**config.mk**
```make
export PLATFORM = sky130hd
export DESIGN_NAME = mag_cmp_seq
export DESIGN_NICKNAME = d
export VERILOG_FILES = /design/src/rtl/mag_cmp_seq.sv
export SDC_FILE = /design/constraint.sdc
export NUM_CORES = 1
export LEC_CHECK = 0
export ABC_AREA = 1
export BUFFER_PORTS_ARGS = -buffer_cell sky130_fd_sc_hd__buf_2
export CAP_MARGIN = 20
export CORE_AREA = 4 4 85 55
export DETAILED_ROUTE_END_ITERATION = 8
export DIE_AREA = 0 0 89 59
export GPL_TIMING_DRIVEN = 0
export PLACE_DENSITY = 0.81
export SLEW_MARGIN = 15
export SYNTH_ARGS = -nofsm -noshare
export SYNTH_HDL_FRONTEND = slang
export SYNTH_SLANG_ARGS = --single-unit
export TNS_END_PERCENT = 10
```
**constraint.sdc**
```tcl
create_clock -name clk -period 5.1 [get_ports clk]
set_input_delay 0.765 -clock clk [delete_from_list [all_inputs] [get_ports clk]]
set_output_delay 0.765 -clock clk [all_outputs]
set_load 0.01 [all_outputs]
```
**src/rtl/mag_cmp_seq.sv**
```systemverilog
// Sequential magnitude comparator: compares WIDTH-bit unsigned words one SLICE-bit slice per clock, MSB first,
// with 85-style cascade inputs. Define MAG_CMP_EARLY_EXIT_EN to stop at the first unequal slice (else fixed latency).
module mag_cmp_seq #(
   parameter int WIDTH = 16,
   parameter int SLICE = 4
) (
   input  logic             clk,
   input  logic             rst,
   input  logic             start,
   input  logic [WIDTH-1:0] a,
   input  logic [WIDTH-1:0] b,
   input  logic             i_agb,
   input  logic             i_alb,
   input  logic             i_aeb,
   output logic             busy,
   output logic             done,
   output logic             q_agb,
   output logic             q_alb,
   output logic             q_aeb
);

   localparam int NSL = WIDTH / SLICE;
   localparam int IW  = (NSL > 1) ? $clog2(NSL) : 1;

   typedef enum logic [1:0] {
      S_IDLE,
      S_RUN,
      S_DONE
   } state_t;

   state_t           state;
   logic [WIDTH-1:0] a_r;
   logic [WIDTH-1:0] b_r;
   logic             c_agb;
   logic             c_alb;
   logic             c_aeb;
   logic [IW-1:0]    idx;
`ifndef MAG_CMP_EARLY_EXIT_EN
   logic             dec;
   logic             dec_gt;
`endif

   logic [SLICE-1:0] sa;
   logic [SLICE-1:0] sb;
   logic             last;

   // NOTE: always_comb gives every output a default first, so no path can infer a latch.
   always_comb begin
      sa   = '0;
      sb   = '0;
      sa   = a_r[int'(idx)*SLICE +: SLICE];
      sb   = b_r[int'(idx)*SLICE +: SLICE];
      last = (idx == '0);
   end

   // NOTE: all state uses non-blocking assignments; operand registers are plain flops, so they are reset too.
   always_ff @(posedge clk or posedge rst) begin
      if (rst) begin
         state  <= S_IDLE;
         a_r    <= '0;
         b_r    <= '0;
         c_agb  <= 1'b0;
         c_alb  <= 1'b0;
         c_aeb  <= 1'b0;
         idx    <= '0;
         busy   <= 1'b0;
         done   <= 1'b0;
         q_agb  <= 1'b0;
         q_alb  <= 1'b0;
         q_aeb  <= 1'b0;
`ifndef MAG_CMP_EARLY_EXIT_EN
         dec    <= 1'b0;
         dec_gt <= 1'b0;
`endif
      end else begin
         case (state)
            S_IDLE: begin
               done <= 1'b0;
               if (start) begin
                  a_r   <= a;
                  b_r   <= b;
                  c_agb <= i_agb;
                  c_alb <= i_alb;
                  c_aeb <= i_aeb;
                  idx   <= IW'(NSL - 1);
                  q_agb <= 1'b0;
                  q_alb <= 1'b0;
                  q_aeb <= 1'b0;
                  busy  <= 1'b1;
                  state <= S_RUN;
`ifndef MAG_CMP_EARLY_EXIT_EN
                  dec   <= 1'b0;
                  dec_gt <= 1'b0;
`endif
               end
            end

            S_RUN: begin
`ifdef MAG_CMP_EARLY_EXIT_EN
               if (sa != sb) begin
                  q_agb <= (sa > sb);
                  q_alb <= (sa < sb);
                  q_aeb <= 1'b0;
                  busy  <= 1'b0;
                  done  <= 1'b1;
                  state <= S_DONE;
               end else if (last) begin
                  q_aeb <= c_aeb;
                  q_agb <= ~c_aeb & ~c_alb;
                  q_alb <= ~c_aeb & ~c_agb;
                  busy  <= 1'b0;
                  done  <= 1'b1;
                  state <= S_DONE;
               end else begin
                  idx <= idx - 1'b1;
               end
`else
               // Only the first unequal slice is remembered; later slices are walked but ignored.
               if (!dec && (sa != sb)) begin
                  dec    <= 1'b1;
                  dec_gt <= (sa > sb);
               end
               if (last) begin
                  if (dec) begin
                     q_agb <= dec_gt;
                     q_alb <= ~dec_gt;
                     q_aeb <= 1'b0;
                  end else if (sa != sb) begin
                     q_agb <= (sa > sb);
                     q_alb <= (sa < sb);
                     q_aeb <= 1'b0;
                  end else begin
                     q_aeb <= c_aeb;
                     q_agb <= ~c_aeb & ~c_alb;
                     q_alb <= ~c_aeb & ~c_agb;
                  end
                  busy  <= 1'b0;
                  done  <= 1'b1;
                  state <= S_DONE;
               end else begin
                  idx <= idx - 1'b1;
               end
`endif
            end

            S_DONE: begin
               done  <= 1'b0;
               state <= S_IDLE;
            end

            default: begin
               busy  <= 1'b0;
               done  <= 1'b0;
               state <= S_IDLE;
            end
         endcase
      end
   end

endmodule

```
# Yosys cells after proc, flatten, opt, wreduce, memory -nomap -nowiden
# Index checks and enable logic that the tools add are counted.
classes:
  addsub: 1
  magnitude_cmp: 2
  eq_ne: 7
  n_shift: 2
  muxes: 28
  bitwise: 7
  n_reduce_logical: 11
op_table:
  columns: ["cell", "count"]
  rows:
  - ["indexed part select 16 x 5 -> 4 bit", 2]
  - ["two-way mux 1 bit", 16]
  - ["AND reduction 3 bit", 4]
  - ["one-hot mux 1 bit (2 select lines)", 5]
  - ["two-way mux 2 bit", 4]
  - ["inequality test 2 bit, second input constant", 4]
  - ["one-hot mux 2 bit (2 select lines)", 2]
  - ["inverter 1 bit", 5]
  - ["greater-than comparator 4 bit", 1]
  - ["zero test 2 bit", 2]
  - ["less-than comparator 4 bit", 1]
  - ["inequality test 4 bit", 1]
  - ["AND reduction 2 bit", 2]
  - ["one-hot mux 1 bit (3 select lines)", 1]
  - ["bitwise AND 1 bit", 2]
  - ["equality test 2 x 1 -> 1 bit, second input constant", 1]
  - ["equality test 2 bit, second input constant", 1]
  - ["nonzero test 2 bit", 1]
  - ["subtractor 2 x 1 -> 2 bit, second input constant", 1]
  - ["logical AND 1 bit", 1]
  - ["zero test 1 bit", 1]
totals:
  register_bits: 46
  input_bits: 38
  wordCells: 72

# Logic depth before layout (Yosys ltp)
depth:
  word_depth: 6
  mapped_depth: 15

# Worst setup path before layout
# Ideal clock, no wire load.
synth_path:
  path_kind: "register to register"
  start: "register idx[0]"
  end: "register q_agb"
  arrival_time_ns: 1.599
  required_ns: 4.984
  path_slack_ns: 3.384
  path_stages_with_launch: 13
  path_buffers: 1
  synth_period_minus_slack_ns: 1.716
  path_cell_list: "dfrtp_1 -> inv_1 -> buf_2 -> o21ai_0 -> o22ai_1 -> ha_1 -> nand2_1 -> nor2_2 -> inv_1 -> nand2_1 -> nand3_1 -> nand2_1 -> nand2_1"
synth_via:
  elab_chain_cells: 6
  elab_cells_between_ends: 11
  cone_classes: "1 x order compare; 2 x eq/ne; 2 x shift; 4 x mux; 2 x reduce/logical"
synth_lines:
  columns: ["element", "line_no", "source"]
  rows:
  - ["start, declared", "37", "logic [IW-1:0] idx;"]
  - ["start signal, assigned", "85", "idx <= IW'(NSL - 1);"]
  - ["start signal, assigned", "141", "idx <= idx - 1'b1;"]
  - ["indexed part select 16 x 5 -> 4 bit, on equally long branches", "51, 52", null]
  - ["greater-than comparator 4 bit / inequality test 4 bit (equally long branches)", "129, 128", null]
  - ["two-way mux 1 bit", "128", "end else if (sa != sb) begin"]
  - ["two-way mux 1 bit", "124", "if (dec) begin"]
  - ["two-way mux 1 bit", "123", "if (last) begin"]
  - ["one-hot mux 1 bit (2 select lines)", "76", "case (state)"]
  - ["end signal, assigned", "125", "q_agb <= dec_gt;"]
  - ["end signal, assigned", "129", "q_agb <= (sa > sb);"]
  - ["end signal, assigned", "134", "q_agb <= ~c_aeb & ~c_alb;"]
  - ["end, declared", "17", "output logic q_agb,"]
# Several ways; a longest one is shown, not always the timed one. The select of a mux whose other input is x is not followed.
# A chain may end at the register's enable or synchronous reset.

# Worst setup path after layout
layout_path:
  start: "register idx[0]"
  end: "register q_alb"
layout_via:
  elab_chain_cells: 6
  elab_cells_between_ends: 11
  cone_classes: "1 x order compare; 2 x eq/ne; 2 x shift; 4 x mux; 2 x reduce/logical"
layout_lines:
  columns: ["element", "line_no", "source"]
  rows:
  - ["indexed part select 16 x 5 -> 4 bit, on equally long branches", "51, 52", null]
  - ["less-than comparator 4 bit / inequality test 4 bit (equally long branches)", "130, 128", null]
  - ["two-way mux 1 bit", "128", null]
  - ["two-way mux 1 bit", "124", null]
  - ["two-way mux 1 bit", "123", null]
  - ["one-hot mux 1 bit (2 select lines)", "76", null]
  - ["end signal, assigned", "126", "q_alb <= ~dec_gt;"]
  - ["end signal, assigned", "130", "q_alb <= (sa < sb);"]
  - ["end signal, assigned", "135", "q_alb <= ~c_aeb & ~c_agb;"]
  - ["end, declared", "18", "output logic q_alb,"]
# Several ways; a longest one is shown, not always the timed one. The select of a mux whose other input is x is not followed.

==> summary.md <==
| Metric | Value |
|---|---|
| Outcome | complete, no violations |
| CP top delay family | simple AND/OR/NAND/NOR gates |
| Post-CTS setup repair buffer count | 0 |
| Antenna cells | 0 |
| Nets | 361 |
| Worst path most repeated cell | nand2_1 |
| Max Slew Vio Count | 0 |
| DRT Pass-1 Iters | 4 |
| H-tree levels | 2 |
| Die height | 59 um |
| Asr flop ratio synth | 100% |
| 1st-iter DRT viols | 119 |
| Root Buffer | clkbuf_8 |
| Area share of the largest cell type after synthesis | 52.8% |
| Vias per cell | 4.89 |
| Ranking of synthesized cells by area | dfrtp_1, nand2_1, nor2_1 |
| CTS tree | done |
| Syn Nets | 311 |
| TNS Setup | 0 ps |
| Most used DFF post-synth | dfrtp_1 |
| Core area | 0.00394 mm2 |
| Startpoint types | flop |
| Top-count cell post-synth | nand2_1 |
| First-pass GRT wire length | 7990 um |
| Crit path max fanout | 10 |
| Pwr Density | 649 mW/mm2 |
| Worst skew pair latency | 300 ps |
| Syn Inst Count | 268 |
| Placed cells | 361 |
| Critical path class | reg2reg |
| Cells along the critical path | inv_1 -> buf_2 -> nor2_1 -> nor2_1 -> a21oi_1 -> ha_1 -> nand2_1 -> nor2_2 -> inv_1 -> nand2_1 -> nand2_1 -> nand2_1 -> nand2_1 -> nand2_1 |
| Post-synthesis cell area | 0.00218 mm2 |
| Clk slew on worst S/H paths | 90 ps |
| Slowest cell on crit path | dfrtp_1 |
| Hold buffer count at CTS | 0 |
| PortBufs | 42 |
| CTS max path bufs | 2 |
| Row cnt | 18 |
| Antenna violations before repair | 0 |
| Cts bufs inserted | 5 |
| FF+latch count, synth | 46 |
| Worst Tran Pin Value | 409 ps |
| Layout overhead on the synthesized area | 18.3% |
| Worst vdd ir | 299 uV |
| Clk_skew | 10.6 ps |
| Max_cap viols | 0 |
| F_max | 0.491 GHz |
| Arrival @ worst endpoint | 2280 ps |
| Final WS setup | 3060 ps |
| Worst stage delay on the critical path | 400 ps |
| Final setup vio count | 0 |
| Leak | 1.41 nW |
| Largest net degree at the start of global routing | 30 |
| Avg Inst Size Synth | 8.13 um2 |
| Drt total wl | 4880 um |
| Vias post-DR | 1806 |
| Vias in the first global route | 1716 |
| Post-Layout Cell Count | 369 |
| Chip width | 89 um |
| Final count of hold timing violations | 0 |
| Post-synth top cells | nand2_1, dfrtp_1, nor2_1 |
| Routability Congestion | 0.935 |
| Layout cell share with drive strength beyond 1 | 22.3% |
| Fin crit share | 39.9% |
| Sink Count | 46 |
| CP Capture Type | flop |
| Detailed-route DRC error count | 0 |
| Initial Utilization | 55.3% |
| Place WS | 3100 ps |
| Post-CTS resize count | 0 |
| RSZ-0062 raised after global routing | false |
| EDFF count, synth | 0 |
| Top cell type by total area after synthesis | dfrtp_1 |
| Synth Warn # | 0 |
| Final worst path period need | 2040 ps |
| Routed wire per std cell | 13.2 um |
| Total grt overflow | 0 |
| GRT Util Overall | 20.3% |
| DIE AREA | 0.00525 mm2 |
| Library cells used by synthesis | 23 |
| Critical Path RT | 5340 ps |
| Hpwl dp | 3600 um |
| Slew Limit Headroom | 72.7% |
| Seq/Total Area, Yosys | 52.8% |
| Worst hold path class | in2async |
| CP bufs+invs | 3 |
| Num ports | 43 |
| Antenna-violating nets left | 0 |
==> state kept, by name, summed over array words and instances (netlist names) <==
| name | count |
|---|---|
| idx | 2 |
| a_r | 16 |
| q_alb | 1 |
| c_aeb | 1 |
| done | 1 |
| busy | 1 |
| q_agb | 1 |
| b_r | 16 |
| dec_gt | 1 |
| c_agb | 1 |
| dec | 1 |
| state | 2 |
| c_alb | 1 |
| q_aeb | 1 |
==> routing by layer <==
layer / global-route usage (%) / share of wire, % / up-vias / wire length [um]
met4: 6.58 / 0.88 / 0 / 43
met3: 4.86 / 6.4 / 5 / 314
met2: 28.0 / 40 / 45 / 1940
met1: 31.3 / 53 / 812 / 2580
met5: 0 / 0 / - / 0
li1: - / - / 944 / -
==> placed cells by master (no fill, tap or decap), drive strengths merged <==
cell	instances
a21oi	7
a32o	1
a41oi	1
buf	53
bufinv	1
clkbuf	7
dfrtp	46
ha	5
inv	20
nand2	119
nand3	6
nor2	24
nor3	1
o21ai	23
o22ai	5
==> final timing paths <==
| path | start | endpoint | slack [ps] | cells past startpoint |
|---|---|---|---|---|
| worst max register to register | idx[0] | q_alb | 3060 | 14 |
| worst min-delay path | rst | c_agb | 440 | 2 |
| max in group asynchronous | rst | a_r[1] | 4160 | 3 |
| worst min register to register | q_agb | q_agb | 480 | 2 |
| worst max-delay path | idx[0] | q_alb | 3060 | 14 |
| min in group clk | q_agb | q_agb | 480 | 2 |
==> through the flow <==
step | util (%) | instance area [um2] | hold WS, ps | total power [mW]
finish | 65.4 | 2580 | 441 | 1.67
global route | 65.4 | 2580 | 472 | 1.82
CTS | 65.4 | 2580 | 448 | 1.68
detailed placement | 62.7 | 2470 | 460 | 1.40
global placement | 62.2 | 2450 | 459 | 1.37
floorplan | - | 2180 | 444 | 1.20
==> power by group <==
part	total (mW)	internal, mW	switching (mW)
clock	0.266	0.147	0.119
sequential	0.634	0.532	0.101
combinational	0.774	0.292	0.483
total	1.67	0.971	0.703
==> cells by family (layout without fill, tap and decap cells) <==
group / after synthesis / after routing / synth area share, %
adder cells (fa/ha/maj): 5 / 5 / 2.87
buffers and inverters: 30 / 81 / 6.77
AO/OA/AOI/OAI: 37 / 37 / 9.36
AND/OR/NAND/NOR: 150 / 150 / 28.2
flip-flops: 46 / 46 / 52.8
==> area by class of cell <==
class                           instances  area [um2]
Tap cell                               50        62.6
Buffer                                 10        70.1
Clock inverter                          1        30.0
Timing Repair Buffer                   43         230
Multi-Input combinational cell        192         881
Inverter                               20        77.6
Fill cell                             351        1360
Sequential cell                        46        1150
Clock buffer                            7        76.3
Power figures use the tool's default switching activity.
